[src/rtl/uart_echo_pkg.sv]
// rtl/uart_echo_pkg.sv - shared states and constants for the UART echo link tester
package uart_echo_pkg;

    typedef enum logic [2:0] {
        IDLE,
        FLUSH,
        SEND,
        WAIT,
        CHECK,
        NEXT,
        DONE
    } echo_state_t;

    localparam logic [7:0] ECHO_INC = 8'd1;
    localparam int         CNT_W    = 16;

    function automatic logic [7:0] expected_echo(input logic [7:0] sent);
        return sent + ECHO_INC;
    endfunction

endpackage

[src/rtl/sat_counter.sv]
// rtl/sat_counter.sv - up-counter with synchronous clear that sticks at all-ones
module sat_counter #(
    parameter int WIDTH = 16
) (
    input  logic             clk,
    input  logic             rst,
    input  logic             clr,
    input  logic             inc,
    output logic [WIDTH-1:0] count
);

    logic [WIDTH-1:0] r_count;

    always_ff @(posedge clk or posedge rst) begin
        if (rst) begin
            r_count <= '0;
        end else if (clr) begin
            r_count <= '0;
        end else if (inc && (r_count != '1)) begin
            r_count <= r_count + WIDTH'(1);
        end
    end

    assign count = r_count;

endmodule

[src/rtl/uart_echo_tester.sv]
// rtl/uart_echo_tester.sv - UART echo link initiator: sends bytes, checks echo == sent + 1
module uart_echo_tester
    import uart_echo_pkg::*;
#(
    parameter int         NUM_BYTES      = 256,
    parameter logic [7:0] START_BYTE     = 8'h00,
    parameter int         TIMEOUT_CYCLES = 1_000_000
) (
    input  logic             clk,
    input  logic             rst,
    input  logic             start,
    output logic [7:0]       w_data,
    output logic             wr_uart,
    input  logic             tx_full,
    input  logic [7:0]       r_data,
    output logic             rd_uart,
    input  logic             rx_empty,
    output logic             busy,
    output logic             done,
    output logic [CNT_W-1:0] ok_cnt,
    output logic [CNT_W-1:0] err_cnt,
    output logic [CNT_W-1:0] tmo_cnt,
    output logic [7:0]       last_rx
);

    localparam int               TMO_W    = (TIMEOUT_CYCLES > 1) ? $clog2(TIMEOUT_CYCLES) : 1;
    localparam logic [TMO_W-1:0] TMO_LAST = TMO_W'(TIMEOUT_CYCLES - 1);
    localparam logic [15:0]      IDX_LAST = 16'(NUM_BYTES - 1);

    echo_state_t      r_state;
    echo_state_t      w_next_state;
    logic [7:0]       r_cur;
    logic [15:0]      r_idx;
    logic [TMO_W-1:0] r_timer;
    logic             r_flush_hold;
    logic [7:0]       r_tx_byte;
    logic             r_wr_uart;
    logic             r_rd_uart;
    logic [7:0]       r_last_rx;
    logic             r_busy;
    logic             r_done;

    logic w_wr;
    logic w_rd;
    logic w_flush_hold;
    logic w_load_rx;
    logic w_clr;
    logic w_run_init;
    logic w_idx_step;
    logic w_timer_clr;
    logic w_timer_inc;
    logic w_ok_inc;
    logic w_err_inc;
    logic w_tmo_inc;

    always_ff @(posedge clk or posedge rst) begin
        if (rst) begin
            r_state <= IDLE;
        end else begin
            r_state <= w_next_state;
        end
    end

    always_comb begin
        w_next_state = r_state;
        w_wr         = 1'b0;
        w_rd         = 1'b0;
        w_flush_hold = 1'b0;
        w_load_rx    = 1'b0;
        w_clr        = 1'b0;
        w_run_init   = 1'b0;
        w_idx_step   = 1'b0;
        w_timer_clr  = 1'b0;
        w_timer_inc  = 1'b0;
        w_ok_inc     = 1'b0;
        w_err_inc    = 1'b0;
        w_tmo_inc    = 1'b0;
        case (r_state)
            IDLE: begin
                if (start) begin
                    w_clr        = 1'b1;
                    w_run_init   = 1'b1;
                    w_next_state = FLUSH;
                end
            end
            FLUSH: begin
                // After each pop skip one cycle so rx_empty reflects the popped FIFO.
                if (!r_flush_hold) begin
                    if (!rx_empty) begin
                        w_rd         = 1'b1;
                        w_flush_hold = 1'b1;
                    end else begin
                        w_next_state = SEND;
                    end
                end
            end
            SEND: begin
                if (!tx_full) begin
                    w_wr         = 1'b1;
                    w_timer_clr  = 1'b1;
                    w_next_state = WAIT;
                end
            end
            WAIT: begin
                if (!rx_empty) begin
                    w_next_state = CHECK;
                end else if (r_timer == TMO_LAST) begin
                    w_tmo_inc    = 1'b1;
                    w_next_state = NEXT;
                end else begin
                    w_timer_inc = 1'b1;
                end
            end
            CHECK: begin
                w_rd      = 1'b1;
                w_load_rx = 1'b1;
                if (r_data == expected_echo(r_cur)) begin
                    w_ok_inc = 1'b1;
                end else begin
                    w_err_inc = 1'b1;
                end
                w_next_state = NEXT;
            end
            NEXT: begin
                if (r_idx == IDX_LAST) begin
                    w_next_state = DONE;
                end else begin
                    w_idx_step   = 1'b1;
                    w_next_state = SEND;
                end
            end
            DONE: begin
                w_next_state = IDLE;
            end
            default: begin
                w_next_state = IDLE;
            end
        endcase
    end

    always_ff @(posedge clk or posedge rst) begin
        if (rst) begin
            r_cur        <= '0;
            r_idx        <= '0;
            r_timer      <= '0;
            r_flush_hold <= 1'b0;
            r_tx_byte    <= '0;
            r_wr_uart    <= 1'b0;
            r_rd_uart    <= 1'b0;
            r_last_rx    <= '0;
            r_busy       <= 1'b0;
            r_done       <= 1'b0;
        end else begin
            r_flush_hold <= w_flush_hold;
            r_wr_uart    <= w_wr;
            r_rd_uart    <= w_rd;
            r_busy       <= (w_next_state != IDLE);
            r_done       <= (w_next_state == DONE);
            if (w_run_init) begin
                r_cur <= START_BYTE;
                r_idx <= '0;
            end else if (w_idx_step) begin
                r_cur <= r_cur + 8'd1;
                r_idx <= r_idx + 16'd1;
            end
            if (w_timer_clr) begin
                r_timer <= '0;
            end else if (w_timer_inc) begin
                r_timer <= r_timer + TMO_W'(1);
            end
            if (w_wr) begin
                r_tx_byte <= r_cur;
            end
            if (w_load_rx) begin
                r_last_rx <= r_data;
            end
        end
    end

    sat_counter #(.WIDTH(CNT_W)) u_ok_cnt (
        .clk   (clk),
        .rst   (rst),
        .clr   (w_clr),
        .inc   (w_ok_inc),
        .count (ok_cnt)
    );

    sat_counter #(.WIDTH(CNT_W)) u_err_cnt (
        .clk   (clk),
        .rst   (rst),
        .clr   (w_clr),
        .inc   (w_err_inc),
        .count (err_cnt)
    );

    sat_counter #(.WIDTH(CNT_W)) u_tmo_cnt (
        .clk   (clk),
        .rst   (rst),
        .clr   (w_clr),
        .inc   (w_tmo_inc),
        .count (tmo_cnt)
    );

    assign w_data  = r_tx_byte;
    assign wr_uart = r_wr_uart;
    assign rd_uart = r_rd_uart;
    assign busy    = r_busy;
    assign done    = r_done;
    assign last_rx = r_last_rx;

endmodule

[config.mk]
export PLATFORM = sky130hd
export DESIGN_NAME = uart_echo_tester
export DESIGN_NICKNAME = d
export VERILOG_FILES = /design/src/rtl/uart_echo_pkg.sv /design/src/rtl/sat_counter.sv /design/src/rtl/uart_echo_tester.sv
export SDC_FILE = /design/constraint.sdc
export NUM_CORES = 1
export LEC_CHECK = 0
export CORE_MARGIN = 2
export CORE_UTILIZATION = 50
export CTS_CLUSTER_SIZE = 16
export DETAILED_ROUTE_END_ITERATION = 10
export PLACE_DENSITY = 0.74
export SETUP_SLACK_MARGIN = 0.15
export SYNTH_ARGS = -nofsm -noshare
export SYNTH_HDL_FRONTEND = slang
export SYNTH_SLANG_ARGS = --single-unit
[constraint.sdc]
create_clock -name clk -period 3.69 [get_ports clk]
set_input_delay 0.5535 -clock clk [delete_from_list [all_inputs] [get_ports clk]]
set_output_delay 0.5535 -clock clk [all_outputs]
set_load 0.03 [all_outputs]
==> results of run 1 <==
==> layer usage <==
metal  global-route usage, %  routed length (um)  vias up  share of wire, %
li1                        -                   -     2584                 -
met1                   31.28                6517     2631                44
met2                   37.53                7278      126                50
met3                   6.537                 720       18               4.9
met4                   7.711                 176        0               1.2
met5                       0                   0        -                 0
==> through the flow <==
step | power, mW | hold slack, ns | utilization, % | area [um2] | worst slack (ns)
final | 4.153 | 0.4814 | 64.53 | 7784 | 0.7985
after global placement | 2.412 | 0.4621 | 59.35 | 7158 | 0.7575
after detailed placement | 2.431 | 0.4671 | 59.35 | 7158 | 0.6505
after floorplan | 2.103 | 0.4888 | - | 6195 | 1.161
after CTS | 4.185 | 0.4823 | 64.53 | 7784 | 0.8393
after global routing | 4.337 | 0.5103 | 64.53 | 7784 | 0.5510
==> Yosys cell counts (8+ instances only) <==
cell type / n / share of area [%]
a21oi_1: 12 / 0.97
a221o_1: 8 / 1.3
and3_1: 27 / 2.7
clkbuf_1: 22 / 1.3
dfrtp_1: 116 / 47
inv_1: 21 / 1.3
mux2_2: 9 / 1.6
nand2_1: 84 / 5.1
nand3_1: 41 / 3.3
nand4_1: 27 / 2.7
nor2_1: 77 / 4.7
nor3_1: 19 / 1.5
nor4_1: 12 / 1.2
o211ai_1: 10 / 1.2
o21ai_0: 25 / 2.0
or3_1: 10 / 1.0
xnor2_1: 27 / 3.8
xor2_1: 21 / 3.0
==> layout make-up <==
class | count | area share, %
multi-input cells | 509 | 39.78
flip-flops and latches | 116 | 37.29
repair buffers | 87 | 11.12
clock buffers | 21 | 6.044
well taps | 168 | 2.701
clock inverters | 11 | 1.993
inverters | 21 | 1.061
==> cell usage in the layout (no fill, tap or decap), drive strengths merged, types with 19 or more instances in the layout <==
cell type      count
dfrtp            116
nand2             84
clkdlybuf4s50     80
nor2              77
nand3             41
and3              27
nand4             27
xnor2             27
o21ai             27
xor2              21
clkbuf            21
inv               20
nor3              19
==> state kept, by name, summed over array words and instances, names as in the netlist, 3 cells and up <==
name,count
last_rx,8
r_cur,8
r_idx,16
r_state,3
r_timer,20
u_err_cnt.count,16
u_ok_cnt.count,16
u_tmo_cnt.count,16
w_data,8
==> worst max-delay path: stages (launching register included) <==
cell and delay [ns]:
dfrtp_1 0.46, ha_1 0.33, nand3_1 0.17, a311o_1 0.36, a311oi_1 0.52, o211a_1 0.40
o21ai_1 0.25, o221ai_1 0.30
==> kinds of logic after synthesis <==
family / after synthesis / synth area share [%]
compound gates: 94 / 10.59
xor+xnor: 50 / 7.538
fa+ha+maj: 6 / 1.213
buf+inv: 51 / 3.173
flops: 116 / 46.89
mux: 15 / 2.607
simple gates: 344 / 27.99
==> where the power goes <==
group | leakage [nW] | switching, mW | internal (mW)
registers | 1.59 | 0.129 | 1.41
clock network | 0.316 | 0.569 | 1.17
logic | 1.51 | 0.558 | 0.318
total | 3.41 | 1.26 | 2.90
==> final timing paths <==
| kind | endpoint | slack (ns) | depth (start not counted) |
|---|---|---|---|
| worst max-delay path | u_err_cnt.count[2] | 0.80 | 7 |
| worst min-delay path | last_rx[5] | 0.48 | 2 |
| min in group asynchronous | u_ok_cnt.count[12] | 0.65 | 2 |
| worst max register to register | u_err_cnt.count[2] | 0.80 | 7 |
| max in group asynchronous | u_err_cnt.count[14] | 2.18 | 3 |
| worst min register to register | last_rx[5] | 0.48 | 2 |
==> results_dict.tcl, run 1 <==
set metrics [dict create \
    status "complete, no violations" \
    ctsHoldBuffers 0 \
    synth_edf_count 0 \
    async_reset_ff_share_pct 100.0 \
    core-area_um2 12060 \
    clk_pin_slew_ns 0.06 \
    cp-end-kind "register" \
    ctsLongestPathBuffers 2 \
    finalSetupViolCount 0 \
    setup.worst_path.start "r_cur[0]" \
    worst_pin_slew_ns 0.8517 \
    htreeDepth 4 \
    p_leak_nw 3.415 \
    hold_viol_final 0 \
    cts_sinks 116 \
    fin_skew_ns 0.007616 \
    final-max-slew-violation-count 0 \
    drc_errors 0 \
    start_util_pct 51.33 \
    drtIter0Drc 392 \
    vias_per_cell 5.744 \
    grt_max_degree 81 \
    min-delay-start "last_rx[5]" \
    grt_overflow_total 0 \
    clockRootBuffer "clkbuf_16" \
    nFillCells 968 \
    rows 40 \
    fin_crit_ns 2.892 \
    ys.flop_type "dfrtp_1" \
    seq_area_um2 2903 \
    ys_seq_elements 116 \
    multi_input_area_um2 3097 \
    worstSkewPairLatency_ns 0.41 \
    arrival_ns 3.21 \
    start_kind "register" \
    fmax_mhz 345.8 \
    grt_use_total_pct 23.53 \
    dieArea_um2 13290 \
    die_x_um 115.3 \
    placedCellCount 901 \
    vdd_ir_drop_max_uv 371.5 \
    ant_nets 0 \
    synth_area_um2 6191 \
    post_cts_buffers 0 \
    cts_resized 0 \
    yosysWarnings 0 \
    finalSetupTns_ns 0 \
    drive_gt1_share_pct 7.712 \
    gp_congestion 0.8519 \
    port_buffers 80 \
    min_path_type "reg2reg" \
    grt_pass1_vias 5219 \
    required_ns 4.01 \
    dp_hpwl_um 9948 \
    wl_per_cell_um 15.75 \
    yosysUniqueCellTypes 57 \
    routed_wl_um 14690 \
    power_density_nw_per_um2 533.6 \
    grt_pass1_wl_um 24980 \
    dr.pass1.iters 5 \
    avgSynthCellArea_um2 9.158 \
    numCtsBuffers 17 \
    worstSetupPathType "reg2reg" \
    vias 5359 \
    rsz0062_at_grt "false" \
    cp_max_fo 9 \
    ys_seq_area_share_pct 46.89 \
    synth_fp_nets 695 \
    relSlewSlack_pct 43.01 \
    finalCritPeriodShare_pct 78.36 \
    fin_cells 933 \
    worstReg2RegStart "r_cur[0]" \
    diodes 0 \
    max_cap_viol_count 0 \
    area_growth_pct 25.73 \
    die_height_um 115.3 \
    ios 81 \
    nNetsFinal 771 \
    synthCells 676 \
    antenna_found_initial 0 \
    cts_tree "yes" \
]
Note: power is estimated with default switching activity, not from simulation.
==> run 2, diff against run 1 <==
- clock period: 3.69 -> 2.65 ns (I/O delays scaled with it)
==> results_dict.tcl, run 2 (synthesis results as in run 1) <==
set metrics [dict create \
    area_growth_pct 30.23 \
    p_leak_nw 3.531 \
    htreeDepth 4 \
    start_kind "register" \
    vias 5515 \
    min-delay-start "last_rx[3]" \
    ios 81 \
    fin_crit_ns 2.584 \
    relSlewSlack_pct 57.13 \
    worstSetupPathType "reg2reg" \
    worstReg2RegStart "r_timer[7]" \
    worst_pin_slew_ns 0.6431 \
    max_cap_viol_count 0 \
    fin_area_um2 8063 \
    required_ns 2.99 \
    use_met3_pct 5.271 \
    holdPathStages 2 \
    clockRootBuffer "clkbuf_16" \
    r2r-end "u_tmo_cnt.count[6]" \
    grt_pass1_vias 5309 \
    arrival_ns 2.93 \
    final_cell_mix "dfrtp_1, nand2_1, clkdlybuf4s50_1, nor2_1, nand3_1" \
    final-max-slew-violation-count 0 \
    grt_pass1_wl_um 25720 \
    diodes 0 \
    grt_use_total_pct 24.36 \
    cts_sinks 116 \
    met1_usage_pct 32.55 \
    wl_per_cell_um 16.37 \
    antenna_found_initial 0 \
    die_height_um 115.3 \
    core-area_um2 12060 \
    reg2reg_depth 5 \
    cp_max_fo 6 \
    drtIter0Drc 509 \
    rrSetupSlack_ns 0.07 \
    drive_gt1_share_pct 11.30 \
    fmax_mhz 386.9 \
    power_density_nw_per_um2 763.3 \
    finalSetupTns_ns 0 \
    finalSetupViolCount 0 \
    vias_per_cell 5.824 \
    setup_ws_ns 0.06568 \
    port_buffers 80 \
    multi_input_area_um2 3163 \
    dr.pass1.iters 5 \
    dp_slack_ns -0.1490 \
    nNetsFinal 785 \
    rsz0062_at_grt "true" \
    vdd_ir_drop_max_uv 366.9 \
    fin_skew_ns 0.007612 \
    dp_hpwl_um 10100 \
    numCtsBuffers 17 \
    gp_congestion 0.8727 \
    drc_errors 0 \
    place_area_um2 7300 \
    grtUsageMet2_pct 39.25 \
    status "complete, no violations" \
    regMostFlops "r_timer" \
    routed_wl_um 15510 \
    start_util_pct 51.33 \
    cp-end-kind "register" \
    die_x_um 115.3 \
    finalCritPeriodShare_pct 97.52 \
    dieArea_um2 13290 \
    rows 40 \
    grt_overflow_total 0 \
    hold_viol_final 0 \
    hold_end "last_rx[3]" \
    cts_tree "yes" \
    largest_register_ff_count 20 \
    nFillCells 913 \
    ctsLongestPathBuffers 2 \
    worstSkewPairLatency_ns 0.42 \
    gr-max-usage-layer "met2" \
    clk_pin_slew_ns 0.05 \
    grt_max_degree 117 \
    ant_nets 0 \
    seq_area_um2 2905 \
    final_common_cell "dfrtp_1" \
    min_path_type "reg2reg" \
]
[run 2: cell types whose count changed in the layout (fill, tap and decap cells not counted), moves of 3 or more]
cell | previous run | this run
buf_4 | 6 | 17
clkinv_2 | 7 | 3
buf_12 | 1 | 4
nor3_2 | 1 | 4
nor3_1 | 18 | 15
[run 2: cell type report]
class | count | share of cell area (%)
multi-input combinational | 509 | 39.23
sequential | 116 | 36.03
timing repair buffer | 101 | 12.51
clock buffer | 23 | 6.176
tap | 168 | 2.607
clock inverter | 9 | 2.421
inverter | 21 | 1.024
[run 2: power breakdown]
group          total (mW)  switching (mW)  internal [mW]  leakage [nW]
Clock                2.69           0.805           1.88         0.343
Combinational        1.32           0.814          0.508          1.60
Sequential           2.14           0.186           1.96          1.59
[run 2: how the worst max path moves through the flow]
stage | to | slack [ns] | depth (start not counted) | start
detailed placement | u_ok_cnt.count[7] | -0.15 | 7 | r_data[4]
floorplan | u_tmo_cnt.count[6] | 0.16 | 5 | r_timer[7]
CTS | u_tmo_cnt.count[6] | 0.05 | 5 | r_timer[7]
global placement | u_ok_cnt.count[0] | -0.05 | 7 | r_data[5]
global route | u_tmo_cnt.count[6] | 0.03 | 5 | r_timer[7]
finish | u_tmo_cnt.count[6] | 0.07 | 5 | r_timer[7]
[run 2: per-stage QoR]
step	utilization [%]	hold WS [ns]	power, mW	instances
finish	66.85	0.4829	6.154	947
CTS	66.57	0.4836	6.158	947
floorplan	-	0.4888	2.932	676
detailed placement	60.52	0.4701	3.465	914
global route	66.85	0.5018	6.412	947
global placement	60.52	0.4602	3.421	914
[run 2: critical path, stage by stage (launching register included)]
cell and delay [ns]:
dfrtp_1 0.37, or4b_4 0.54, or4_4 0.54, or4b_4 0.56
or3_4 0.36, a21oi_2 0.13
[run 2: what timing repair did]
action                                  CTS  global route
cloned                                    0             0
gates resized for setup                   8             8
pin swaps                                 3             2
endpoints found under the setup margin   24            36
setup buffers                             1             0
hold buffers                              0             0
[run 2: layer usage]
layer  share of wire (%)  vias up
li1                    -     2602
met1                  44     2697
met2                  49      184
met3                 4.9       32
met4                 2.2        0
met5                   0        -
==> patch, RTL diff (config.mk and constraints of run 2) <==
Set the parameter `TIMEOUT_CYCLES` to 250_000 (it was 1_000_000).
--- a/src/rtl/uart_echo_tester.sv
+++ b/src/rtl/uart_echo_tester.sv
@@ -6,3 +6,3 @@
     parameter logic [7:0] START_BYTE     = 8'h00,
-    parameter int         TIMEOUT_CYCLES = 1_000_000
+    parameter int         TIMEOUT_CYCLES = 250_000
 ) (
Check against the original RTL: no difference found for any inputs over 10 cycles, from zero or initial values and one cycle with rst high; that may be too few to reach the edited logic, so the function may still have changed.
==> patch against run 2 <==
The flow now finishes with violations (setup timing); design area down 1.8%; setup slack lost 0.069 ns; first-iteration DRC count fell by 32%; synthesized area fell by 6.5%; global-route usage fell by 0.53 points; final cell count is 5.9% lower; clock skew is 0.0018 ns higher; fmax fell by 2.6%; worst hold slack got worse by 0.15 ns; wire length shrank 6.6%; sequential cell count fell by 2; power decreased by 7.3%; critical path depth is 4 higher; largest power group unchanged; highest routed layer unchanged.
==> patch: results (changes against run 2) <==
Status:
- The flow ran to the end, but the final reports show violations.
- The final reports fail on setup timing.

Worst setup path:
- The launch point of the critical path is r_cur[1]$_DFFE_PP0P_.
- For this design, the slowest cell found on the critical path is or4_4.
- The critical path ends at u_ok_cnt.count[3]$_DFFE_PP0P_.

Cells and area:
- The total of fill cells in the finished design is 872 (-4.5%).
- The number of nets at the end of the flow is 755 (-3.8%).
- The layout cell share with drive strength beyond 1 is 18.2% (+6.9 points).

Yosys:
- After synthesis, the most frequently instantiated cells are 114 x dfrtp_1, 65 x nor2_1, 58 x nand2_1, 35 x o21ai_0, 31 x nand3_1.
- The number of distinct library cells after synthesis came to 47 (-18%).

Floorplan:
- The die outline area is 0.0125 sq mm (-6.3%).

Timing:
- The setup-violating endpoint count in the final report was 1 (+1).
- The maximum frequency from static timing analysis is 377 MHz (-2.6%).
- The worst clock skew came to 0.00940 ns (+0.00179 ns).
- The final setup TNS was -0.00291 ns (-0.00291 ns).
- The least setup slack across all paths after layout is -0.00291 ns (-0.0686 ns).

Global routing:
- The pin count of the biggest net entering global routing is 71 (-39%).
- The number of global-route vias before repair is 5228 (-1.5%).
- The first-pass GRT wire length is 24.1 mm (-6.2%).

Placed design:
- The placer's final routability congestion estimate is 0.838 (-4.0%).

Power and ir drop:
- The maximum vdd ir drop came to 0.000469 V (+28%).

Drt:
- The number of vias after detailed routing came to 5103 (-7.5%).
- The post-detailed-routing wire length is 14.5 mm (-6.6%).
- The number of optimization iterations in the first detailed-route pass is 6 (+1).
- The detail-routed net length per standard cell is 16.3 um (-0.74%).
## patch: cell types whose count changed in the layout (fill, tap and decap cells not counted), sizes merged, moves of 9 or more
cell,delta
o211ai,-9
nand2,-26
a21oi,+14
nand3,-10
buf,+32
nor2,-12
## patch: cells by family after synthesis
group | Yosys count | synth area share (%)
AOI/OAI and AO/OA | 103 | 11.3
xor gates and xnor gates | 49 | 7.41
adders and majority gates | 6 | 1.30
buffers and inverters | 39 | 2.59
DFF | 114 | 49.3
muxes | 21 | 4.00
and+or+nand+nor | 278 | 24.1
## patch: cell type report
class,count,share of cell area (%)
Tap cell,143,2.26
Clock buffer,21,5.94
Multi-Input combinational cell,457,37.6
Timing Repair Buffer,133,15.8
Inverter,13,0.664
Sequential cell,114,36.0
Clock inverter,10,1.67
## patch: metal layers
layer / vias to the layer above / global-route usage (%) / part of all wire (%)
li1: 2413 / - / -
met1: 2515 / 29.8 / 42
met2: 156 / 40.5 / 52
met3: 19 / 5.50 / 5.3
met4: 0 / 8.97 / 1.1
met5: - / 0 / 0
## patch: worst register-to-register path, stage by stage, from the launching register on
cell     delay [ns]
dfrtp_1        0.41
ha_4           0.19
buf_6          0.13
buf_6          0.13
nor4b_4        0.24
a31oi_1        0.08
o211a_1        0.26
or4_4          0.59
and3_4         0.18
or3_1          0.33
## patch: per-stage QoR
step / area [sq um] / hold WS [ns] / setup slack, ns
3_5_place_dp: 6990 / 0.477 / -0.420
5_1_grt: 7920 / 0.367 / -0.0561
6_report: 7920 / 0.334 / -0.00291
3_3_place_gp: 6990 / 0.459 / -0.393
2_1_floorplan: 5840 / 0.416 / -0.0936
4_1_cts: 7800 / 0.335 / 0.0368
## patch: report_power, final
part           total [uW]  switching, uW  internal [uW]
registers            2050            145           1910
clock network        2320            785           1540
logic                1330            767            561
## patch: timing repair
action	4_1_cts	5_1_grt
endpoints found under the setup margin	33	43
gates resized for setup	31	19
gates cloned	1	0
hold buffers	0	0
buffers inserted	8	6
pin swaps	11	9
## patch: how the worst min path moves through the flow
| stage | from | to | slack [ns] |
|---|---|---|---|
| final | rst | r_timer[1]$_DFFE_PP0P_ | 0.33 |
| after global routing | rst | r_timer[7]$_DFFE_PP0P_ | 0.37 |
| after CTS | rst | r_timer[1]$_DFFE_PP0P_ | 0.34 |
| after detailed placement | r_flush_hold$_DFF_PP0_ | r_flush_hold$_DFF_PP0_ | 0.48 |
| after global placement | r_flush_hold$_DFF_PP0_ | r_flush_hold$_DFF_PP0_ | 0.46 |
| after floorplan | r_flush_hold$_DFF_PP0_ | r_flush_hold$_DFF_PP0_ | 0.42 |
